--- src/rtl/div_ctrl.sv ---
// Iterative restoring divider controller for the execute stage DIV/DIVU path.
// One quotient bit per cycle; signs are stripped on entry and restored on the final RUN cycle.
module div_ctrl #(
  parameter int WIDTH = 32
) (
  input  logic               clk,
  input  logic               rst,
  input  logic               signed_div_i,
  input  logic [WIDTH-1:0]   opdata1_i,
  input  logic [WIDTH-1:0]   opdata2_i,
  input  logic               start_i,
  input  logic               annul_i,
  output logic [2*WIDTH-1:0] result_o,
  output logic               ready_o,
  output logic               busy_o
);

  typedef enum logic [1:0] {IDLE, BYZERO, RUN, DONE} state_t;

  localparam int CW = $clog2(WIDTH + 1);
  localparam logic [CW-1:0] LAST = CW'(WIDTH);

  function automatic logic [WIDTH-1:0] neg2c(input logic [WIDTH-1:0] x);
    return ~x + WIDTH'(1);
  endfunction

  function automatic logic [WIDTH-1:0] abs_cond(input logic [WIDTH-1:0] x, input logic sgn);
    return (sgn && x[WIDTH-1]) ? neg2c(x) : x;
  endfunction

  state_t           state, state_nxt;
  logic [CW-1:0]    cnt;
  logic [WIDTH-1:0] rem, quo, dvsr;
  logic             sdiv, sgn1, sgn2;
  logic             accept;
  logic [WIDTH:0]   shifted, trial;
  logic [WIDTH-1:0] q_fix, r_fix;

  assign accept = (state == IDLE) && start_i && !annul_i;
  assign busy_o = (state == BYZERO) || (state == RUN);

  // Partial remainder shifts in the dividend MSB; a clear top bit of the difference means no borrow.
  always_comb begin
    shifted = {rem, quo[WIDTH-1]};
    trial   = shifted - {1'b0, dvsr};
    q_fix   = (sdiv && (sgn1 ^ sgn2)) ? neg2c(quo) : quo;
    r_fix   = (sdiv && sgn1) ? neg2c(rem) : rem;
  end

  always_ff @(posedge clk) begin
    if (rst) state <= IDLE;
    else     state <= state_nxt;
  end

  always_comb begin
    state_nxt = state;
    case (state)
      IDLE:    if (accept) state_nxt = (opdata2_i == '0) ? BYZERO : RUN;
      BYZERO:  state_nxt = annul_i ? IDLE : DONE;
      RUN: begin
        if (annul_i)           state_nxt = IDLE;
        else if (cnt == LAST)  state_nxt = DONE;
      end
      DONE:    if (!start_i || annul_i) state_nxt = IDLE;
      default: state_nxt = IDLE;
    endcase
  end

  // Control and output registers
  always_ff @(posedge clk) begin
    if (rst) begin
      cnt      <= '0;
      result_o <= '0;
      ready_o  <= 1'b0;
    end else begin
      case (state)
        IDLE: begin
          cnt      <= '0;
          result_o <= '0;
          ready_o  <= 1'b0;
        end
        BYZERO: begin
          if (!annul_i) begin
            result_o <= '0;
            ready_o  <= 1'b1;
          end
        end
        RUN: begin
          if (!annul_i) begin
            if (cnt == LAST) begin
              result_o <= {r_fix, q_fix};
              ready_o  <= 1'b1;
            end else begin
              cnt <= cnt + CW'(1);
            end
          end
        end
        DONE: begin
          if (!start_i || annul_i) begin
            result_o <= '0;
            ready_o  <= 1'b0;
          end
        end
        default: ;
      endcase
    end
  end

  // Datapath registers: loaded on acceptance, so they need no reset
  always_ff @(posedge clk) begin
    if (accept && (opdata2_i != '0)) begin
      rem  <= '0;
      quo  <= abs_cond(opdata1_i, signed_div_i);
      dvsr <= abs_cond(opdata2_i, signed_div_i);
      sdiv <= signed_div_i;
      sgn1 <= opdata1_i[WIDTH-1];
      sgn2 <= opdata2_i[WIDTH-1];
    end else if ((state == RUN) && (cnt != LAST)) begin
      if (!trial[WIDTH]) begin
        rem <= trial[WIDTH-1:0];
        quo <= {quo[WIDTH-2:0], 1'b1};
      end else begin
        rem <= shifted[WIDTH-1:0];
        quo <= {quo[WIDTH-2:0], 1'b0};
      end
    end
  end

endmodule

--- config.mk ---
export PLATFORM = sky130hd
export DESIGN_NAME = div_ctrl
export DESIGN_NICKNAME = d
export VERILOG_FILES = /design/src/rtl/div_ctrl.sv
export SDC_FILE = /design/constraint.sdc
export NUM_CORES = 1
export LEC_CHECK = 0
export BUFFER_PORTS_ARGS = -buffer_cell sky130_fd_sc_hd__buf_4
export CAP_MARGIN = 40
export CORE_ASPECT_RATIO = 0.7
export CORE_MARGIN = 1.5
export CORE_UTILIZATION = 50
export DETAILED_ROUTE_END_ITERATION = 6
export GPL_ROUTABILITY_DRIVEN = 0
export PLACE_DENSITY = 0.73
export SLEW_MARGIN = 20
export SYNTH_ARGS = -nofsm -noshare
export SYNTH_HDL_FRONTEND = slang
export SYNTH_SLANG_ARGS = --single-unit
export TNS_END_PERCENT = 50
--- constraint.sdc ---
create_clock -name clk -period 3.85 [get_ports clk]
set_clock_uncertainty 0.1 [all_clocks]
set_input_delay 0 -clock clk [delete_from_list [all_inputs] [get_ports clk]]
set_output_delay 0 -clock clk [all_outputs]
set_load 0.01 [all_outputs]
==> After elaboration in Yosys (flattened, before gate mapping) <==
Index checks and enable logic that the tools add are counted.
Widths: inputs -> output; s select.
{ "op_classes": {"add_sub_neg": 6, "n_reduce_logical": 20, "n_eq_ne": 12, "n_bitwise": 5, "muxes": 28} }
{ "op_table": {"columns": ["operator", "count"], "rows": [
  ["$mux 64", 4],
  ["$pmux 64 s4", 1],
  ["$mux 32", 7],
  ["$add 32x1->32 const B", 4],
  ["$not 32->32", 4],
  ["$sub 33x32->33", 1],
  ["$logic_not 32->1", 1],
  ["$reduce_bool 32->1", 1],
  ["$mux 2", 6],
  ["$mux 6", 2],
  ["$pmux 6 s2", 1],
  ["$ne 2x2->1 const B", 5],
  ["$logic_and 1x1->1", 8],
  ["$pmux 2 s4", 1],
  ["$add 6x1->6 const B", 1],
  ["$eq 6x6->1 const B", 1],
  ["$ne 6x6->1 const B", 1],
  ["$reduce_and 3->1", 2],
  ["$mux 1", 5],
  ["$eq 2x2->1 const B", 2],
  ["$pmux 1 s4", 1],
  ["$reduce_and 4->1", 1],
  ["$reduce_bool 2->1", 2],
  ["$ne 3x2->1 const B", 1],
  ["other kinds (6)", 8]
]} }
{ "totals": {"wordCells": 81, "output_inout_bits": 66, "register_bits": 172, "input_bits": 69} }

==> Longest topological paths before layout <==
Gate-level depths: netlist of run 1.
{ "depth": {"word_depth": 6, "depth_mapped": 14, "depth_no_buf": 13} }

==> Worst setup path after synthesis of run 1 <==
No wires, ideal clock.
{ "synth_timing": {"path_type": "register -> register", "start": "reg quo[31]", "end": "reg rem[15]", "setup_time_ns": 0.120, "required_ns": 3.630, "t_arrival_ns": 3.435, "stages_incl_launch_ff": 15, "n_path_buf": 1, "synth_period_minus_slack_ns": 3.656, "slack_ns": 0.194, "cell_sequence": "edfxtp_1 inv_1 ha_1 fa_1 nand2b_1 a21oi_1 o211ai_1 a2111oi_0 o21ai_0 a21oi_1 xnor2_1 clkbuf_1 nor2_1 a211oi_1 nor2_1"} }
{ "synth_between": {"elab_chain_cells": 2} }
{ "synth_rtl": {"columns": ["item", "line_no", "source"], "rows": [
  ["from (decl)", "33", "logic [WIDTH-1:0] rem, quo, dvsr;"],
  ["from (signal assigned)", "113", "quo <= abs_cond(opdata1_i, signed_div_i);"],
  ["from (signal assigned)", "121", "quo <= {quo[WIDTH-2:0], 1'b1};"],
  ["from (signal assigned)", "124", "quo <= {quo[WIDTH-2:0], 1'b0};"],
  ["$sub 33x32->33", "45", "trial = shifted - {1'b0, dvsr};"],
  ["$mux 32", "119", "if (!trial[WIDTH]) begin"],
  ["to (signal assigned)", "120", "rem <= trial[WIDTH-1:0];"],
  ["to (signal assigned)", "123", "rem <= shifted[WIDTH-1:0];"],
  ["to (decl)", "33", null]
]} }
Every way passes these cells.
A chain may end at the register's enable or synchronous reset.

==> Worst setup path in the final report of run 1 <==
{ "layout_timing": {"start": "in opdata2_i[14]", "end": "reg dvsr[29], data pin"} }
{ "layout_between": {"elab_chain_cells": 3} }
{ "layout_rtl": {"columns": ["item", "line_no", "source"], "rows": [
  ["from (decl)", "10", "input logic [WIDTH-1:0] opdata2_i,"],
  ["$not 32->32", "24", "return ~x + WIDTH'(1);"],
  ["$add 32x1->32", "24", null],
  ["$mux 32", "28", "return (sgn && x[WIDTH-1]) ? neg2c(x) : x;"],
  ["to (signal assigned)", "114", "dvsr <= abs_cond(opdata2_i, signed_div_i);"],
  ["to (decl)", "33", null]
]} }
Every way passes these cells.

==> metrics.log, run 1 <==
INFO  metric ir_drop = 0.397 mV
INFO  metric synth_cell_type_count = 59
INFO  metric first_pass_iters = 6
INFO  metric cts_tree = done
INFO  metric post-dp-hpwl = 21.6 mm
INFO  metric run_status = complete, no violations
INFO  metric worstHoldPathType = primary input to register
INFO  metric hold_ws = 0.0941 ns
INFO  metric via_count_of_the_first_global_routing_pass = 8612
INFO  metric place.port_buffers = 134
INFO  metric ys_warn_count = 0
INFO  metric final_net_count = 1554
INFO  metric syn_to_final_growth = 27.0%
INFO  metric avgSynthCellArea = 8.56 sq um
INFO  metric clkTransAtPathRegs = 0.06 ns
INFO  metric clock_insertion_delay_worst_skew = 0.43 ns
INFO  metric critical_path_peak_fanout = 4
INFO  metric endpoint_kind = register
INFO  metric slew_viol_final = 0
INFO  metric cts_buffer_depth = 2
INFO  metric die_h = 125 um
INFO  metric mappedNetlistArea = 10600 sq um
INFO  metric die_width = 177 um
INFO  metric synth-main-ff-cell = sky130_fd_sc_hd__dfxtp_1
INFO  metric num_vias = 10.0k
INFO  metric finish_stage_setup_viols = 0
INFO  metric final_hold_viol_count = 0
INFO  metric design.portCount = 135
INFO  metric grt_start_max_net_pins = 57
INFO  metric postSynthNetCount = 1349
INFO  metric final_setup_margin = 0.0797 ns
INFO  metric cts_made_buffers = 17
INFO  metric holdCritStartpoint = start_i
INFO  metric path_class = primary input to register
INFO  metric floorplan.die_area = 22100 sq um
INFO  metric number_of_antenna_violations_at_the_first_check_in_global_routing = 0
INFO  metric antennaDiodeCount = 0
INFO  metric fill_cells = 1683
INFO  metric postSynthRegisterBits = 172
INFO  metric floorplan.initialDensity = 51.0%
INFO  metric gr-usage-all-layers = 27.1%
INFO  metric preCtsSetupSlack = 0.169 ns
INFO  metric clkSinkCount = 172
INFO  metric synth_edf_count = 67
INFO  metric drt-initial-drc-count = 1220
INFO  metric maxCapViolations = 0
INFO  metric minimum_period_implied_by_the_final_worst_setup_slack = 3.77 ns
INFO  metric route.detailed.drc = 0
INFO  metric report.power.total = 10.1 mW
INFO  metric worst_setup_path_start_kind = primary input
INFO  metric mostFrequentLayoutCells = sky130_fd_sc_hd__buf_4 (158), sky130_fd_sc_hd__nor2_1 (135), sky130_fd_sc_hd__a21oi_1 (117)
INFO  metric multi_input_area = 6060 sq um
INFO  metric cp_data_required_time = 3.92 ns
INFO  metric grt_overflow = 0
INFO  metric cellLeakagePower = 5.53 nW
INFO  metric least_margin_pin_slew = 0.680 ns
INFO  metric ys_async_sr_fraction = 0%
INFO  metric post_route_cells_drive_above_1_share = 14.6%
INFO  metric startpoint_of_the_lowest_slack_register_to_register_path = quo[31]$_DFFE_PP_
INFO  metric fin_setup_tns = 0 ns
INFO  metric per_cell_via_count_in_the_routed_design = 5.80
INFO  metric cts_root_buffer = sky130_fd_sc_hd__clkbuf_16
INFO  metric seqCellArea = 4120 sq um
INFO  metric synth.largest_area_cell = sky130_fd_sc_hd__dfxtp_1
INFO  metric critical_path.startpoint = opdata2_i[14]
INFO  metric grt_setup_unrepaired = no
INFO  metric core_area = 20800 sq um
INFO  metric power.density_cell_area = 751 nW/um^2
INFO  metric synth_sequential_area_ratio = 38.9%
INFO  metric synthTopCellsByArea = sky130_fd_sc_hd__dfxtp_1 (20%), sky130_fd_sc_hd__edfxtp_1 (19%), sky130_fd_sc_hd__xnor2_1 (7.2%)
INFO  metric wire_length_of_the_first_global_routing_pass = 46.9 mm
INFO  metric clock_tree.htree_level_count = 4
INFO  metric post_drt_wl_per_cell = 17.6 um
INFO  metric timing.max_slew.rel_slack = 54.0%
INFO  metric ant_nets = 0
INFO  metric layout_worst_path_cycle_share = 97.9%
INFO  metric layout_commonest_cell = sky130_fd_sc_hd__buf_4
INFO  metric synth_top_area_share = 19.9%
INFO  metric timing.fmax = 265 MHz
INFO  metric arrival = 3.84 ns
INFO  metric row_cnt = 44
INFO  metric drt_wl_total = 30.3 mm
INFO  metric synthCells = 1236
[registers in the layout (all words and copies together), names as in the netlist]
register	count
result_o	64
dvsr	32
quo	32
rem	32
cnt	6
state	2
ready_o	1
sdiv	1
sgn1	1
sgn2	1
[cell type report]
| cell class | instances | area share (%) |
|---|---|---|
| clock buffers | 21 | 3.91 |
| clock inverters | 10 | 0.791 |
| inverters | 56 | 1.56 |
| multi-input cells | 951 | 45.1 |
| flip-flops and latches | 172 | 30.6 |
| well taps | 276 | 2.57 |
| repair buffers | 243 | 15.4 |
[Yosys cell counts (all sizes together) (10+ instances only)]
cell    instances
or4            13
nor3           20
xnor2          87
a21o           11
nand3          21
inv            56
o31ai          21
a22oi          43
a22o           16
o21ai         113
ha             43
dfxtp         105
nor2          135
nor4           13
xor2           66
nand2b         10
o41ai          11
a21oi         117
clkbuf         49
edfxtp         67
a31oi          11
nand2         109
[metal layers]
layer | GRT usage, % | wire length, um
met1 | 44.0 | 14900
met4 | 6.08 | 346
met5 | 0 | 0
met2 | 35.2 | 11800
met3 | 5.95 | 3320
[metrics by stage]
stage / util (%) / instances / instance area (sq um)
2_1_floorplan: - / 1236 / 10600
3_3_place_gp: 57.4 / 1613 / 11900
3_5_place_dp: 57.4 / 1613 / 11900
4_1_cts: 64.2 / 1723 / 13300
5_1_grt: 64.8 / 1729 / 13400
6_report: 64.8 / 1729 / 13400
[worst max-delay path: stages]
cell	delay, ns
sky130_fd_sc_hd__dlygate4sd3_1	0.56
sky130_fd_sc_hd__buf_4	0.16
sky130_fd_sc_hd__or4_4	0.52
sky130_fd_sc_hd__or3_4	0.36
sky130_fd_sc_hd__or4_4	0.44
sky130_fd_sc_hd__or3_4	0.38
sky130_fd_sc_hd__or4_4	0.52
sky130_fd_sc_hd__o41ai_2	0.25
sky130_fd_sc_hd__xnor2_1	0.11
sky130_fd_sc_hd__dlygate4sd3_1	0.55
[power by group]
group	switching [mW]	total, mW	internal, mW
sequential	0.737	3.30	2.56
combinational	2.88	4.98	2.10
clock	0.762	1.82	1.06
[cell families after synthesis]
logic type      Yosys count  synth area share [%]
compound gates          383                  22.2
xor+xnor                153                  12.7
fa+ha+maj                44                  5.27
mux                       8                 0.769
simple gates            363                  15.9
buf+inv                 113                  4.29
flops                   172                  38.9
[path summary, 6_finish.rpt]
| kind | end | depth (start not counted) | slack, ns |
|---|---|---|---|
| hold / removal | state[1]$_SDFFE_PP0P_ | 6 | 0.09 |
| setup reg to reg | rem[5]$_SDFFE_PP0P_ | 15 | 0.21 |
| setup / recovery | dvsr[29]$_DFFE_PP_ | 10 | 0.08 |
| hold reg to reg | ready_o$_SDFFE_PP0P_ | 2 | 0.36 |
[repair_timing]
action | CTS | global route
hold buffers | 79 | 0
hold endpoints to repair | 118 | 0
endpoints found under the setup margin | 0 | 79
buffers inserted | 0 | 3
gates resized for setup | 0 | 7
Power figures use the tool's default switching activity.
==> run 2, diff against run 1 <==
--- a/config.mk
+++ b/config.mk
@@ -13,6 +13,7 @@
 export DETAILED_ROUTE_END_ITERATION = 6
 export GPL_ROUTABILITY_DRIVEN = 0
 export PLACE_DENSITY = 0.73
+export RECOVER_POWER = 100
 export SLEW_MARGIN = 20
 export SYNTH_ARGS = -nofsm -noshare
 export SYNTH_HDL_FRONTEND = slang
==> run 2 against run 1 <==
Against the previous run:
- largest cell class unchanged
- setup slack got worse by 0.0030 ns
- first-iteration DRC count fell by 4.8%
- routed wire length rose by 0.21%
- total power fell by 1.4%
- cell count did not move
- fmax barely moved
- via count rose by 0.59%
- critical path type unchanged
- cell area fell by 2.3%
- non-clock buffer count did not move
- critical path depth did not move
- sequential share of layout area rose by 0.74 points
- sequential power barely moved
==> metrics.log, run 2 (synthesis results as in run 1) <==
INFO  metric run_status = complete, no violations (unchanged)
INFO  metric floorplan.die_area = 22100 sq um (unchanged)
INFO  metric cts_buffer_depth = 2 (unchanged)
INFO  metric ant_nets = 0 (unchanged)
INFO  metric layout_commonest_cell = sky130_fd_sc_hd__nor2_1 (was sky130_fd_sc_hd__buf_4)
INFO  metric die_width = 177 um (unchanged)
INFO  metric max_flop_register = result_o (unchanged)
INFO  metric cellLeakagePower = 5.20 nW (was 5.53 nW)
INFO  metric mostFrequentLayoutCells = sky130_fd_sc_hd__nor2_1 (135), sky130_fd_sc_hd__a21oi_1 (117), sky130_fd_sc_hd__o21ai_0 (113) (was sky130_fd_sc_hd__buf_4 (158), sky130_fd_sc_hd__nor2_1 (135), sky130_fd_sc_hd__a21oi_1 (117))
INFO  metric largest_register_ff_count = 64 (unchanged)
INFO  metric worstHoldPathType = primary input to register (unchanged)
INFO  metric place.port_buffers = 134 (unchanged)
INFO  metric layout_worst_path_cycle_share = 98.0% (was 97.9%)
INFO  metric core_area = 20800 sq um (unchanged)
INFO  metric grt_overflow = 0 (unchanged)
INFO  metric syn_to_final_growth = 24.0% (was 27.0%)
INFO  metric post_route_cells_drive_above_1_share = 9.22% (was 14.6%)
INFO  metric per_cell_via_count_in_the_routed_design = 5.83 (was 5.80)
INFO  metric die_h = 125 um (unchanged)
INFO  metric slew_viol_final = 0 (unchanged)
INFO  metric minimum_period_implied_by_the_final_worst_setup_slack = 3.77 ns (about the same)
INFO  metric cp_data_required_time = 3.92 ns (about the same)
INFO  metric endpoint_kind = register (unchanged)
INFO  metric grt_start_max_net_pins = 57 (unchanged)
INFO  metric maxCapViolations = 0 (unchanged)
INFO  metric final_net_count = 1554 (unchanged)
INFO  metric least_margin_pin_slew = 0.867 ns (was 0.680 ns)
INFO  metric power.density_cell_area = 758 nW/um^2 (was 751 nW/um^2)
INFO  metric worstReg2RegEnd = rem[5]$_SDFFE_PP0P_ (unchanged)
INFO  metric via_count_of_the_first_global_routing_pass = 8612 (unchanged)
INFO  metric critPathCapture = dvsr[29]$_DFFE_PP_ (unchanged)
INFO  metric r2r_slack = 0.23 ns (was 0.21 ns)
INFO  metric drt-initial-drc-count = 1161 (was 1220)
INFO  metric finish_stage_setup_viols = 0 (unchanged)
INFO  metric timing.max_slew.rel_slack = 42.1% (was 54.0%)
INFO  metric final_hold_viol_count = 0 (unchanged)
INFO  metric hold_ws = 0.0880 ns (was 0.0941 ns)
INFO  metric arrival = 3.85 ns (was 3.84 ns)
INFO  metric floorplan.initialDensity = 51.0% (unchanged)
INFO  metric critical_path_peak_fanout = 4 (unchanged)
INFO  metric post_layout_nonfiller_instances = 1729 (unchanged)
INFO  metric design.portCount = 135 (unchanged)
INFO  metric clock_insertion_delay_worst_skew = 0.43 ns (about the same)
INFO  metric ir_drop = 0.397 mV (about the same)
INFO  metric clkTransAtPathRegs = 0.06 ns (about the same)
INFO  metric clock_tree.htree_level_count = 4 (unchanged)
INFO  metric fin_setup_tns = 0 ns (unchanged)
INFO  metric postLayoutCellArea = 13100 sq um (was 13400 sq um)
INFO  metric startpoint_of_the_lowest_slack_register_to_register_path = quo[31]$_DFFE_PP_ (unchanged)
INFO  metric timing.fmax = 265 MHz (about the same)
INFO  metric path_class = primary input to register (unchanged)
INFO  metric post-dp-hpwl = 21.6 mm (unchanged)
INFO  metric drt_wl_total = 30.4 mm (was 30.3 mm)
INFO  metric worst_setup_path_start_kind = primary input (unchanged)
INFO  metric cts_root_buffer = sky130_fd_sc_hd__clkbuf_16 (unchanged)
INFO  metric utilization = 63.2% (was 64.8%)
INFO  metric critical_path.startpoint = opdata2_i[14] (unchanged)
INFO  metric grt_setup_unrepaired = no (unchanged)
INFO  metric holdCritStartpoint = start_i (unchanged)
INFO  metric route.detailed.drc = 0 (unchanged)
INFO  metric cts_tree = done (unchanged)
INFO  metric row_cnt = 44 (unchanged)
INFO  metric post_drt_wl_per_cell = 17.6 um (about the same)
INFO  metric dpl_cell_area = 11900 sq um (unchanged)
INFO  metric number_of_antenna_violations_at_the_first_check_in_global_routing = 0 (unchanged)
INFO  metric r2r_cells = 15 (unchanged)
INFO  metric num_vias = 10.1k (was 10.0k)
INFO  metric clkSinkCount = 172 (unchanged)
INFO  metric placedCellCount = 1613 (unchanged)
INFO  metric cts_made_buffers = 17 (unchanged)
INFO  metric wire_length_of_the_first_global_routing_pass = 46.9 mm (unchanged)
INFO  metric first_pass_iters = 6 (unchanged)
INFO  metric gr-usage-all-layers = 27.1% (unchanged)
INFO  metric antennaDiodeCount = 0 (unchanged)
## run 2: where the power goes
group,total (mW),internal (mW),switching (mW)
logic,4.83,1.95,2.88
registers,3.30,2.56,0.740
clock network,1.82,1.06,0.763
## run 2: worst min path at each step
stage,endpoint,slack [ns],cells after the start
finish,state[1]$_SDFFE_PP0P_,0.09,6
global route,state[0]$_SDFFE_PP0P_,0.17,6
CTS,state[1]$_SDFFE_PP0P_,0.05,6
detailed placement,sgn1$_DFFE_PP_,0.11,1
global placement,sgn1$_DFFE_PP_,0.11,1
floorplan,dvsr[0]$_DFFE_PP_,-0.001,0
## run 2: area by class of cell
class                   instances  area, sq um
well taps                     276          345
repair buffers                243         1780
clock inverters                10          106
clock buffers                  21          526
flip-flops and latches        172         4120
inverters                      56          210
fillers                      1769         7630
multi-input cells             951         6050
## run 2: metal layers
layer	share of wire, %	vias up	GRT usage [%]	routed length (um)
met2	39	536	35.2	11700
met3	11	35	5.95	3410
met5	0	-	0	0
met4	1.1	0	6.08	349
li1	-	4853	-	-
met1	49	4663	44.0	14900
## run 2: worst max-delay path, stage by stage
cell and delay, ns:
sky130_fd_sc_hd__dlygate4sd3_1 0.56, sky130_fd_sc_hd__buf_4 0.16, sky130_fd_sc_hd__or4_4 0.52, sky130_fd_sc_hd__or3_4 0.36
sky130_fd_sc_hd__or4_4 0.44, sky130_fd_sc_hd__or3_4 0.38, sky130_fd_sc_hd__or4_4 0.52, sky130_fd_sc_hd__o41ai_2 0.25
sky130_fd_sc_hd__xnor2_1 0.11, sky130_fd_sc_hd__dlygate4sd3_1 0.55
## run 2: stage by stage
step                      power, mW  worst slack (ns)
after detailed placement       7.90             0.169
after global routing           10.6           0.00859
final                          9.95            0.0768
after CTS                      9.81            0.0592
after floorplan                6.39             0.194
after global placement         7.81             0.210
## run 2: repair_timing
item,in CTS,in global routing
hold endpoints to repair,118,0
setup buffers,0,3
hold buffers,79,0
setup endpoints to repair,0,79
resized for setup,0,7
==> run 3, diff against run 2 <==
--- a/config.mk
+++ b/config.mk
@@ -5,15 +5,16 @@
 export SDC_FILE = /design/constraint.sdc
 export NUM_CORES = 1
 export LEC_CHECK = 0
+export ABC_CLOCK_PERIOD_IN_PS = 3850
 export BUFFER_PORTS_ARGS = -buffer_cell sky130_fd_sc_hd__buf_4
 export CAP_MARGIN = 40
 export CORE_ASPECT_RATIO = 0.7
 export CORE_MARGIN = 1.5
 export CORE_UTILIZATION = 50
 export DETAILED_ROUTE_END_ITERATION = 6
-export GPL_ROUTABILITY_DRIVEN = 0
 export PLACE_DENSITY = 0.73
 export RECOVER_POWER = 100
+export REMOVE_ABC_BUFFERS = 1
 export SLEW_MARGIN = 20
 export SYNTH_ARGS = -nofsm -noshare
 export SYNTH_HDL_FRONTEND = slang
==> run 3 against run 2 <==
Against the previous run:
- sequential share of layout area grew 0.059 points
- sequential power down 4%
- total power fell by 2.4%
- fmax shrank 0.14%
- combinational power hardly changed
- setup slack worse by 0.0053 ns
- sequential cell count is the same
==> metrics.log, run 3 (synthesis results as in run 1) <==
INFO  metric run_status = complete, no violations (unchanged)
INFO  metric critPathSlowestCell = sky130_fd_sc_hd__dlygate4sd3_1 (unchanged)
INFO  metric critical_path_cell_count = 10 (unchanged)
INFO  metric die_h = 125 um (unchanged)
INFO  metric route.detailed.drc = 0 (unchanged)
INFO  metric cts_buffer_depth = 2 (unchanged)
INFO  metric timing.fmax = 265 MHz (about the same)
INFO  metric cp_data_required_time = 3.92 ns (about the same)
INFO  metric clock_tree.htree_level_count = 4 (unchanged)
INFO  metric layout_commonest_cell = sky130_fd_sc_hd__nor2_1 (unchanged)
INFO  metric least_margin_pin_slew = 0.928 ns (was 0.867 ns)
INFO  metric die_width = 177 um (unchanged)
INFO  metric grt_start_max_net_pins = 57 (unchanged)
INFO  metric placedCellCount = 1616 (was 1613)
INFO  metric design.portCount = 135 (unchanged)
INFO  metric globalplace.congestion = 0.910
INFO  metric worstHoldPathType = primary input to register (unchanged)
INFO  metric first_pass_iters = 6 (unchanged)
INFO  metric critical_path_peak_fanout = 5 (was 4)
INFO  metric post-dp-hpwl = 21.3 mm (was 21.6 mm)
INFO  metric layout_worst_path_cycle_share = 98.1% (was 98.0%)
INFO  metric place.port_buffers = 134 (unchanged)
INFO  metric grt_setup_unrepaired = no (unchanged)
INFO  metric final_net_count = 1557 (was 1554)
INFO  metric mostFrequentLayoutCells = sky130_fd_sc_hd__nor2_1 (135), sky130_fd_sc_hd__a21oi_1 (115), sky130_fd_sc_hd__o21ai_0 (112) (was sky130_fd_sc_hd__nor2_1 (135), sky130_fd_sc_hd__a21oi_1 (117), sky130_fd_sc_hd__o21ai_0 (113))
INFO  metric syn_to_final_growth = 23.8% (was 24.0%)
INFO  metric ir_drop = 0.442 mV (was 0.397 mV)
INFO  metric clock_insertion_delay_worst_skew = 0.44 ns (was 0.43 ns)
INFO  metric post_layout_nonfiller_instances = 1733 (was 1729)
INFO  metric number_of_antenna_violations_at_the_first_check_in_global_routing = 0 (unchanged)
INFO  metric critical_path.max_stage_delay = 0.55 ns (was 0.56 ns)
INFO  metric per_cell_via_count_in_the_routed_design = 5.78 (was 5.83)
INFO  metric drt_wl_total = 29.8 mm (was 30.4 mm)
INFO  metric ant_nets = 0 (unchanged)
INFO  metric max_flop_register = result_o (unchanged)
INFO  metric final_hold_viol_count = 0 (unchanged)
INFO  metric gr-usage-all-layers = 26.5% (was 27.1%)
INFO  metric cellLeakagePower = 5.20 nW (about the same)
INFO  metric cts_made_buffers = 17 (unchanged)
INFO  metric antennaDiodeCount = 0 (unchanged)
INFO  metric row_cnt = 44 (unchanged)
INFO  metric maxCapViolations = 0 (unchanged)
INFO  metric cell_breakdown_of_the_critical_path = dlygate4sd3_1 > buf_4 > or4_4 > or3_4 > or4_4 > or3_4 > or4_4 > o41ai_2 > xnor2_1 > dlygate4sd3_1 (unchanged)
INFO  metric floorplan.die_area = 22100 sq um (unchanged)
INFO  metric hold_ws = 0.0367 ns (was 0.0880 ns)
INFO  metric timing.critical_path.buf_inv = 3 (unchanged)
INFO  metric minimum_period_implied_by_the_final_worst_setup_slack = 3.78 ns (was 3.77 ns)
INFO  metric slew_viol_final = 0 (unchanged)
INFO  metric path_class = primary input to register (unchanged)
INFO  metric via_count_of_the_first_global_routing_pass = 9126 (was 8612)
INFO  metric num_vias = 10.0k (was 10.1k)
INFO  metric critical-path-top-delay-family = simple AND/OR/NAND/NOR gates (unchanged)
INFO  metric r2r_cells = 14 (was 15)
INFO  metric arrival = 3.85 ns (about the same)
INFO  metric core_area = 20800 sq um (unchanged)
INFO  metric wire_length_of_the_first_global_routing_pass = 46.5 mm (was 46.9 mm)
INFO  metric timing.max_slew.rel_slack = 37.3% (was 42.1%)
INFO  metric finish_stage_setup_viols = 0 (unchanged)
INFO  metric post_drt_wl_per_cell = 17.2 um (was 17.6 um)
INFO  metric clkTransAtPathRegs = 0.07 ns (was 0.06 ns)
INFO  metric power.density_cell_area = 742 nW/um^2 (was 758 nW/um^2)
INFO  metric drt-initial-drc-count = 972 (was 1161)
INFO  metric cpMostUsedCell = sky130_fd_sc_hd__or4_4 (unchanged)
INFO  metric grt_overflow = 0 (unchanged)
INFO  metric report.power.total = 9.71 mW (was 9.95 mW)
INFO  metric worst_setup_path_start_kind = primary input (unchanged)
INFO  metric holdPathStages = 6 (unchanged)
INFO  metric clkSinkCount = 172 (unchanged)
INFO  metric endpoint_kind = register (unchanged)
INFO  metric floorplan.initialDensity = 51.0% (unchanged)
INFO  metric largest_register_ff_count = 64 (unchanged)
INFO  metric post_route_cells_drive_above_1_share = 9.33% (was 9.22%)
INFO  metric cts_root_buffer = sky130_fd_sc_hd__clkbuf_16 (unchanged)
INFO  metric cts_tree = done (unchanged)
==> run 3: cell types whose count changed in the layout (fill, tap and decap cells not counted), moves of 2 or more <==
| cell | change |
|---|---|
| sky130_fd_sc_hd__a21oi_1 | -2 |
| sky130_fd_sc_hd__a21oi_2 | +2 |
| sky130_fd_sc_hd__buf_4 | -3 |
| sky130_fd_sc_hd__clkbuf_16 | -2 |
| sky130_fd_sc_hd__clkbuf_2 | +7 |
| sky130_fd_sc_hd__clkbuf_8 | +2 |
| sky130_fd_sc_hd__clkinv_2 | +2 |
| sky130_fd_sc_hd__clkinv_4 | +3 |
| sky130_fd_sc_hd__dlygate4sd3_1 | +2 |
| sky130_fd_sc_hd__inv_6 | -7 |
==> run 3: path summary, 6_finish.rpt <==
| check | startpoint | endpoint | slack, ns |
|---|---|---|---|
| worst max register to register | quo[31]$_DFFE_PP_ | rem[5]$_SDFFE_PP0P_ | 0.26 |
| worst min register to register | result_o[0]$_SDFFE_PP0P_ | result_o[0]$_SDFFE_PP0P_ | 0.36 |
| worst max-delay path | opdata2_i[13] | dvsr[29]$_DFFE_PP_ | 0.07 |
| worst min-delay path | start_i | state[1]$_SDFFE_PP0P_ | 0.04 |
==> run 3: final cells by class <==
cell class | instances | area [sq um]
clock buffers | 24 | 514
repair buffers | 246 | 1800
fillers | 1809 | 7660
multi-input cells | 951 | 6030
flip-flops and latches | 172 | 4110
well taps | 276 | 345
inverters | 56 | 210
clock inverters | 8 | 80.1
==> run 3: layer usage <==
metal	global-route usage (%)	wire (um)
met5	0	0
met2	40.2	13000
met4	6.23	422
met3	4.37	2320
met1	39.0	14100
==> run 3: tightest hold or removal path: stages <==
cell and delay, ns:
sky130_fd_sc_hd__buf_4 0.10, sky130_fd_sc_hd__nor2_1 0.04, sky130_fd_sc_hd__nor2_1 0.07, sky130_fd_sc_hd__o21ai_0 0.15, sky130_fd_sc_hd__nor2_1 0.12, sky130_fd_sc_hd__nor3_1 0.05
==> run 3: metrics by stage <==
stage	util, %	TNS [ns]	cell area (sq um)	setup slack [ns]
floorplan	-	-85.60	10300	-1.33
global placement	57.5	0	11900	0.185
detailed placement	57.5	0	11900	0.0525
CTS	64.2	0	13300	0.00212
global route	63.1	0	13100	0.0204
finish	63.1	0	13100	0.0715
==> run 3: where the power goes <==
group | internal, mW | switching [mW]
Clock | 1.01 | 0.739
Sequential | 2.56 | 0.612
Combinational | 1.91 | 2.89
==> run 3: timing repair <==
action	CTS	global route
endpoints found under the setup margin	0	33
hold buffers	81	0
buffers inserted	0	1
resized for setup	0	6
endpoints found under the hold margin	106	0
